[src/rtl/systolic_skew_feeder.sv]
// Operand feeder for one edge of an N-lane systolic mesh: buffers K vectors,
// then replays them diagonally skewed (lane i delayed i cycles) with zero fill.
module systolic_skew_feeder #(
  parameter int unsigned N     = 4,
  parameter int unsigned DW    = 8,
  parameter int unsigned DEPTH = 16
) (
  input  logic            clk,
  input  logic            rst_n,
  input  logic            in_valid,
  output logic            in_ready,
  input  logic [N*DW-1:0] in_data,
  input  logic            in_last,
  output logic [N*DW-1:0] out_data,
  output logic [N-1:0]    out_lane_valid,
  output logic            busy,
  output logic            done
);

  localparam int unsigned VW = N * DW;
  localparam int unsigned CW = $clog2(DEPTH + 1);
  localparam int unsigned TW = $clog2(DEPTH + N);
  localparam int unsigned AW = (DEPTH > 1) ? $clog2(DEPTH) : 1;

  typedef enum logic [1:0] {
    S_IDLE   = 2'd0,
    S_FILL   = 2'd1,
    S_STREAM = 2'd2,
    S_DONE   = 2'd3
  } state_e;

  state_e          state_q, state_d;
  logic [CW-1:0]   wcnt_q, wcnt_d;
  logic [TW-1:0]   scnt_q, scnt_d;
  logic [VW-1:0]   buf_q [DEPTH];
  logic [VW-1:0]   buf_d [DEPTH];
  logic [VW-1:0]   out_data_q, out_data_d;
  logic [N-1:0]    out_lane_valid_q, out_lane_valid_d;
  logic            busy_q, busy_d;
  logic            done_q, done_d;

  logic            accept;
  logic [TW-1:0]   last_t;

  // Ready is combinational so a full buffer stalls upstream in the same cycle.
  assign in_ready = ((state_q == S_IDLE) || (state_q == S_FILL)) &&
                    (wcnt_q != CW'(DEPTH));
  assign accept   = in_valid && in_ready;
  assign last_t   = TW'(wcnt_q) + TW'(N - 1);

  // State register and counters
  always_ff @(posedge clk or negedge rst_n) begin
    if (!rst_n) begin
      state_q <= S_IDLE;
      wcnt_q  <= '0;
      scnt_q  <= '0;
    end else begin
      state_q <= state_d;
      wcnt_q  <= wcnt_d;
      scnt_q  <= scnt_d;
    end
  end

  // Next state, write count and stream counter
  always_comb begin
    state_d = state_q;
    wcnt_d  = wcnt_q;
    scnt_d  = scnt_q;
    case (state_q)
      S_IDLE, S_FILL: begin
        if (accept) begin
          wcnt_d = wcnt_q + CW'(1);
          scnt_d = '0;
          if (in_last || (wcnt_q == CW'(DEPTH - 1))) begin
            state_d = S_STREAM;
          end else begin
            state_d = S_FILL;
          end
        end
      end
      S_STREAM: begin
        scnt_d = scnt_q + TW'(1);
        if (scnt_q == last_t) begin
          state_d = S_DONE;
        end
      end
      S_DONE: begin
        state_d = S_IDLE;
        wcnt_d  = '0;
        scnt_d  = '0;
      end
      default: begin
        state_d = S_IDLE;
      end
    endcase
  end

  // Vector buffer: contents are don't-care until written, so no reset.
  always_comb begin
    buf_d = buf_q;
    if (accept) begin
      buf_d[AW'(wcnt_q)] = in_data;
    end
  end

  always_ff @(posedge clk) begin
    buf_q <= buf_d;
  end

  // Registered outputs; scnt_q beyond the data window yields zero on every lane
  always_comb begin
    out_data_d       = '0;
    out_lane_valid_d = '0;
    done_d           = (state_q == S_STREAM) && (scnt_q == last_t);
    busy_d           = (state_d == S_FILL) || (state_d == S_STREAM);
    for (int unsigned i = 0; i < N; i++) begin
      if ((state_q == S_STREAM) && (scnt_q >= TW'(i)) &&
          ((scnt_q - TW'(i)) < TW'(wcnt_q))) begin
        out_data_d[i*DW +: DW] = buf_q[AW'(scnt_q - TW'(i))][i*DW +: DW];
        out_lane_valid_d[i]    = 1'b1;
      end
    end
  end

  always_ff @(posedge clk or negedge rst_n) begin
    if (!rst_n) begin
      out_data_q       <= '0;
      out_lane_valid_q <= '0;
      busy_q           <= 1'b0;
      done_q           <= 1'b0;
    end else begin
      out_data_q       <= out_data_d;
      out_lane_valid_q <= out_lane_valid_d;
      busy_q           <= busy_d;
      done_q           <= done_d;
    end
  end

  assign out_data       = out_data_q;
  assign out_lane_valid = out_lane_valid_q;
  assign busy           = busy_q;
  assign done           = done_q;

endmodule

[config.mk]
export PLATFORM = sky130hd
export DESIGN_NAME = systolic_skew_feeder
export DESIGN_NICKNAME = d
export VERILOG_FILES = /design/src/rtl/systolic_skew_feeder.sv
export SDC_FILE = /design/constraint.sdc
export NUM_CORES = 1
export LEC_CHECK = 0
export CORE_MARGIN = 10
export CORE_UTILIZATION = 45
export CTS_BUF_LIST = sky130_fd_sc_hd__clkbuf_16
export DETAILED_ROUTE_END_ITERATION = 12
export SYNTH_ARGS = -nofsm -noshare
export SYNTH_HDL_FRONTEND = slang
export SYNTH_SLANG_ARGS = --single-unit
[constraint.sdc]
create_clock -name clk -period 9.05 [get_ports clk]
set_input_delay 1.81 -clock clk [delete_from_list [all_inputs] [get_ports clk]]
set_output_delay 1.81 -clock clk [all_outputs]
set_load 0.05 [all_outputs]
==> results of run 1 <==
==> Yosys cell counts (all sizes together), types with 6 or more instances <==
| master | n | share of area |
|---|---|---|
| a211oi | 18 | 0.0062 |
| a21oi | 10 | 0.0023 |
| and2 | 26 | 0.0074 |
| buf | 29 | 0.0078 |
| clkbuf | 16 | 0.0027 |
| dfrtp | 50 | 0.057 |
| edfxtp | 512 | 0.70 |
| ha | 32 | 0.018 |
| inv | 15 | 0.0026 |
| mux2i | 26 | 0.012 |
| mux4 | 144 | 0.15 |
| nand2 | 12 | 0.0021 |
| nor2 | 6 | 0.0010 |
| nor2b | 17 | 0.0049 |
| nor3 | 7 | 0.0016 |
| o21ai | 6 | 0.0014 |
| o22ai | 10 | 0.0029 |
| xnor2 | 6 | 0.0027 |
| xor2 | 8 | 0.0053 |
==> critical path, cell delays in order (launching register included) <==
cell             delay, ps
dfrtp_1                530
inv_1                  140
ha_1                   310
nand4bb_1              160
and2_1                 140
clkdlybuf4s50_1        800
==> metal layers <==
layer | up-vias | track usage | share of wire
met5 | - | 0 | 0
met4 | 0 | 0.0457 | 0.020
met3 | 65 | 0.0287 | 0.047
met2 | 238 | 0.257 | 0.48
met1 | 5390 | 0.230 | 0.45
li1 | 4305 | - | -
==> flip-flops by register name (all words and copies together) (netlist names) <==
register	flops
out_data	32
out_lane_valid	4
scnt_q	5
state_q	2
done	1
wcnt_q	5
busy	1
buf_q	512
==> stage by stage <==
stage	instance area, µm²	util
final	25100	0.523
after global routing	25100	0.523
after CTS	25100	0.523
after detailed placement	23300	0.486
after global placement	23300	0.486
after floorplan	21900	-
==> how the worst min path moves through the flow <==
stage / from / to / slack, ps / depth (start not counted)
after floorplan: state_q[0] / wcnt_q[0] / 500 / 1
after global placement: wcnt_q[4] / wcnt_q[4] / 560 / 2
after detailed placement: wcnt_q[4] / wcnt_q[4] / 570 / 2
after CTS: wcnt_q[4] / wcnt_q[4] / 580 / 2
after global routing: wcnt_q[4] / wcnt_q[4] / 630 / 2
final: wcnt_q[4] / wcnt_q[4] / 580 / 2
==> cell type report <==
class | instances | area [µm²]
Multi-Input combinational cell | 364 | 5030
Fill cell | 3700 | 22900
Clock buffer | 59 | 1480
Inverter | 16 | 60.1
Timing Repair Buffer | 83 | 803
Clock inverter | 49 | 292
Sequential cell | 562 | 16600
Tap cell | 615 | 769
==> report_power, final <==
| group | total, mW | internal (mW) | switching, mW | leakage, nW |
|---|---|---|---|---|
| clock | 2.20 | 1.26 | 0.943 | 0.937 |
| sequential | 3.11 | 3.02 | 0.0897 | 5.30 |
| combinational | 1.76 | 0.812 | 0.950 | 1.99 |
==> cells by family (layout without fill, tap and decap cells) <==
family / after synthesis / count (layout) / share of synthesized area
buffers and inverters: 61 / 207 / 0.0132
AND/OR/NAND/NOR: 88 / 88 / 0.0231
XOR/XNOR: 14 / 14 / 0.00799
flip-flops: 562 / 562 / 0.758
adder cells (fa/ha/maj): 32 / 32 / 0.0183
AO/OA/AOI/OAI: 60 / 60 / 0.0193
multiplexers: 170 / 170 / 0.160
==> impl_metrics.toml, run 1 <==
[floorplanning]
start_util = 0.457
die_x_um = 241
die_height_um = 241
die_area_um2 = 58000
coreArea_um2 = 47900
io_pins = 75
core.rowCount = 80

[timing]
relSlewSlack = 0.239
hold_violations = 0
slew_viol_final = 0
worstMarginPinSlew_ps = 1140
period_needed_ps = 4490
hold-worst-slack_ps = 580
rsz0062_at_grt = "no"
fin_skew_ps = 16.2
max_freq_mhz = 223
worst_slack_ps = 4560
tns_ps = 0
final-setup-viol-count = 0
finalCritPeriodShare = 0.496

[critical_path]
crit_end = "in_ready"
rrSetupSlack_ps = 4910
endpoint_kind = "output port"
crit_required_ps = 7240
startpoint = "wcnt_q[0]"
cp-start-kind = "flop"
worstPathArrival_ps = 2680
worstRegToRegCells = 9
r2r_start = "scnt_q[2]"
crit_type = "reg2out"
cp_max_fo = 8
reg2reg_to = "out_data[9]"

[drt]
drt_iter0_drc = 811
drt_pass1_iterations = 5
drt-total-wl_mm = 45.8
ant_nets = 0
dr_total_vias = 9998
drc = 0
vias_per_cell = 5.72
wl_per_cell_um = 26.2

[clock_tree]
clk_pin_slew_ps = 60
postCtsHoldBufs = 0
cts_setup_buffers = 0
cts_buffer_depth = 3
htree_num_levels = 2
numCtsBuffers = 57
clkLatencyLatePin_ps = 600
clock_sinks = 562
cts_resized = 0
cts_tree = "built"
clk_root_buffer_cell = "clkbuf_16"

[min_path]
min_path_type = "reg2reg"

[finish]
final_cell_mix = "edfxtp_1 (512), mux4_2 (144), clkdlybuf4s50_1 (73)"
antenna_cells = 0
final_nets = 1152
final_layout_size_suffix_gt1_frac = 0.229
synthToLayoutAreaGrowth_pct = 14.3
instances_no_fill = 1748
final_common_cell = "edfxtp_1"

[global_routing]
grt_pass1_wl_mm = 69.8
grt_pass1_vias = 10700
grt_overflow = 0
antenna_found_initial = 0
grt_max_degree = 52
track_usage = 0.163

[logic_synthesis]
ys_types = 49
syn_nets = 1055
synth_edf_count = 512
ys.flop_type = "edfxtp_1"
yosys_warnings = 0
syn-cell-area_um2 = 21900
syn_inst = 987
async_flop_share = 0.0890
syn_avg_cell_area_um2 = 22.2
ys_seq_area_frac = 0.758
ys_ff_latch = 562

[placement]
io_buffer_count = 74
dp.final_hpwl_mm = 25.5
dp_cells = 1640
pre_cts_slack_ps = 4620
finalWeightedCongestion = 0.757

[pwr]
finalPower_mw = 7.07
power_density_nw_per_um2 = 282
leakage_nw = 8.22
vdd_drop_max_v = 0.000144

[outcome]
outcome = "complete, no violations"

[flow_run]
drv_cap = 0
No activity file was read; power rests on OpenSTA's default activity.
==> run 2: changes to the inputs <==
==> constraint.sdc (replaced) <==
create_clock -name clk -period 4.4 [get_ports clk]
set_input_delay 0.88 -clock clk [delete_from_list [all_inputs] [get_ports clk]]
set_output_delay 0.88 -clock clk [all_outputs]
set_load 0.05 [all_outputs]
==> run 2 against run 1 <==
Flip-flop and latch count unchanged. Sequential power is 110% higher. Global-route usage rose by 1.1 points. First-iteration DRC count grew 37%. Largest cell class unchanged. Highest routed layer unchanged.
==> impl_metrics.toml, run 2 (synthesized netlist as in run 1, its figures left out) <==
[finish]
final_util = 0.529
final_common_cell = "edfxtp_1"
final_layout_size_suffix_gt1_frac = 0.248
synthToLayoutAreaGrowth_pct = 15.6
stdcell_area_um2 = 25400
regMostFlops = "buf_q"
final_cell_mix = "edfxtp_1 (512), mux4_2 (144), clkdlybuf4s50_1 (73)"
final_nets = 1179
instances_no_fill = 1774
largest_register_ff_count = 512
fillers = 3617
antenna_cells = 0

[critical_path]
crit_required_ps = 3520
critPathBufInv = 2
slowest_delay_ps = 700
path_cells = "inv_1, ha_1, nand4bb_1, and2_1, clkdlybuf4s50_1"
startpoint = "wcnt_q[1]"
worstPathArrival_ps = 2730
cp_slowest_cell = "clkdlybuf4s50_1"
crit_type = "reg2out"
cp-start-kind = "flop"
endpoint_kind = "output port"
r2r_start = "scnt_q[1]"
cp_max_fo = 7
critPathTopFamily = "buffers and inverters"

[clock_tree]
cts_setup_buffers = 0
clock_sinks = 562
cts_resized = 0
htree_num_levels = 2
cts_tree = "built"
numCtsBuffers = 56
clkLatencyLatePin_ps = 610
clk_pin_slew_ps = 60
clk_root_buffer_cell = "clkbuf_16"
postCtsHoldBufs = 0
cts_buffer_depth = 3

[drt]
drt_pass1_iterations = 4
wl_per_cell_um = 27.8
drt-total-wl_mm = 49.3
dr_total_vias = 10300
vias_per_cell = 5.79
ant_nets = 0
drt_iter0_drc = 1111
drc = 0

[floorplanning]
core.rowCount = 80
io_pins = 75
die_area_um2 = 58000
die_height_um = 241
start_util = 0.457
die_x_um = 241
coreArea_um2 = 47900

[global_routing]
grt_overflow = 0
antenna_found_initial = 1
grt_pass1_vias = 10500
grt_max_degree = 67
track_usage = 0.174
grt_pass1_wl_mm = 72.6

[pwr]
power_density_nw_per_um2 = 589
leakage_nw = 8.39
vdd_drop_max_v = 0.000431

[placement]
dp.final_hpwl_mm = 31.2
io_buffer_count = 74
finalWeightedCongestion = 0.806
place_area_um2 = 23500
dp_cells = 1668

[flow_run]
drv_cap = 0

[timing]
slew_viol_final = 0
relSlewSlack = 0.298
period_needed_ps = 3610
rsz0062_at_grt = "no"
final-setup-viol-count = 0
hold-worst-slack_ps = 272
worstMarginPinSlew_ps = 1050
hold_violations = 0
finalCritPeriodShare = 0.820
max_freq_mhz = 277
fin_skew_ps = 20.0
tns_ps = 0

[min_path]
min_path_type = "in2async"

[outcome]
outcome = "complete, no violations"
run 2: cell type report:
cell class                      instances  area [µm²]  area share
Clock inverter                         49         382      0.0151
Sequential cell                       562       16600       0.656
Timing Repair Buffer                  111        1050      0.0415
Tap cell                              615         769      0.0304
Multi-Input combinational cell        364        5030       0.198
Clock buffer                           57        1430      0.0563
Inverter                               16        60.1     0.00237
run 2: metrics by stage:
stage	setup slack [ps]	power, mW
floorplan	914	9.15
global placement	931	10.4
finish	790	14.9
global route	699	15.5
CTS	768	15.1
detailed placement	913	10.4
run 2: worst paths after layout:
| kind | end | slack (ps) | cells past startpoint |
|---|---|---|---|
| setup reg to reg | out_data[16] | 910 | 8 |
| max in group asynchronous | scnt_q[0] | 3180 | 2 |
| min in group clk | wcnt_q[0] | 600 | 1 |
| hold reg to reg | wcnt_q[0] | 600 | 1 |
| hold / removal | out_data[11] | 270 | 1 |
| setup / recovery | in_ready | 790 | 5 |
run 2: layer usage:
metal,share of wire,vias to the layer above,track usage
met5,0,-,0
li1,-,4358,-
met4,0.017,0,0.0465
met1,0.48,5528,0.270
met2,0.44,324,0.250
met3,0.064,55,0.0284
run 2: power breakdown:
| group | total [mW] | switching [mW] | internal [mW] |
|---|---|---|---|
| Combinational | 3.89 | 2.15 | 1.74 |
| Sequential | 6.38 | 0.173 | 6.21 |
| Clock | 4.65 | 1.96 | 2.70 |
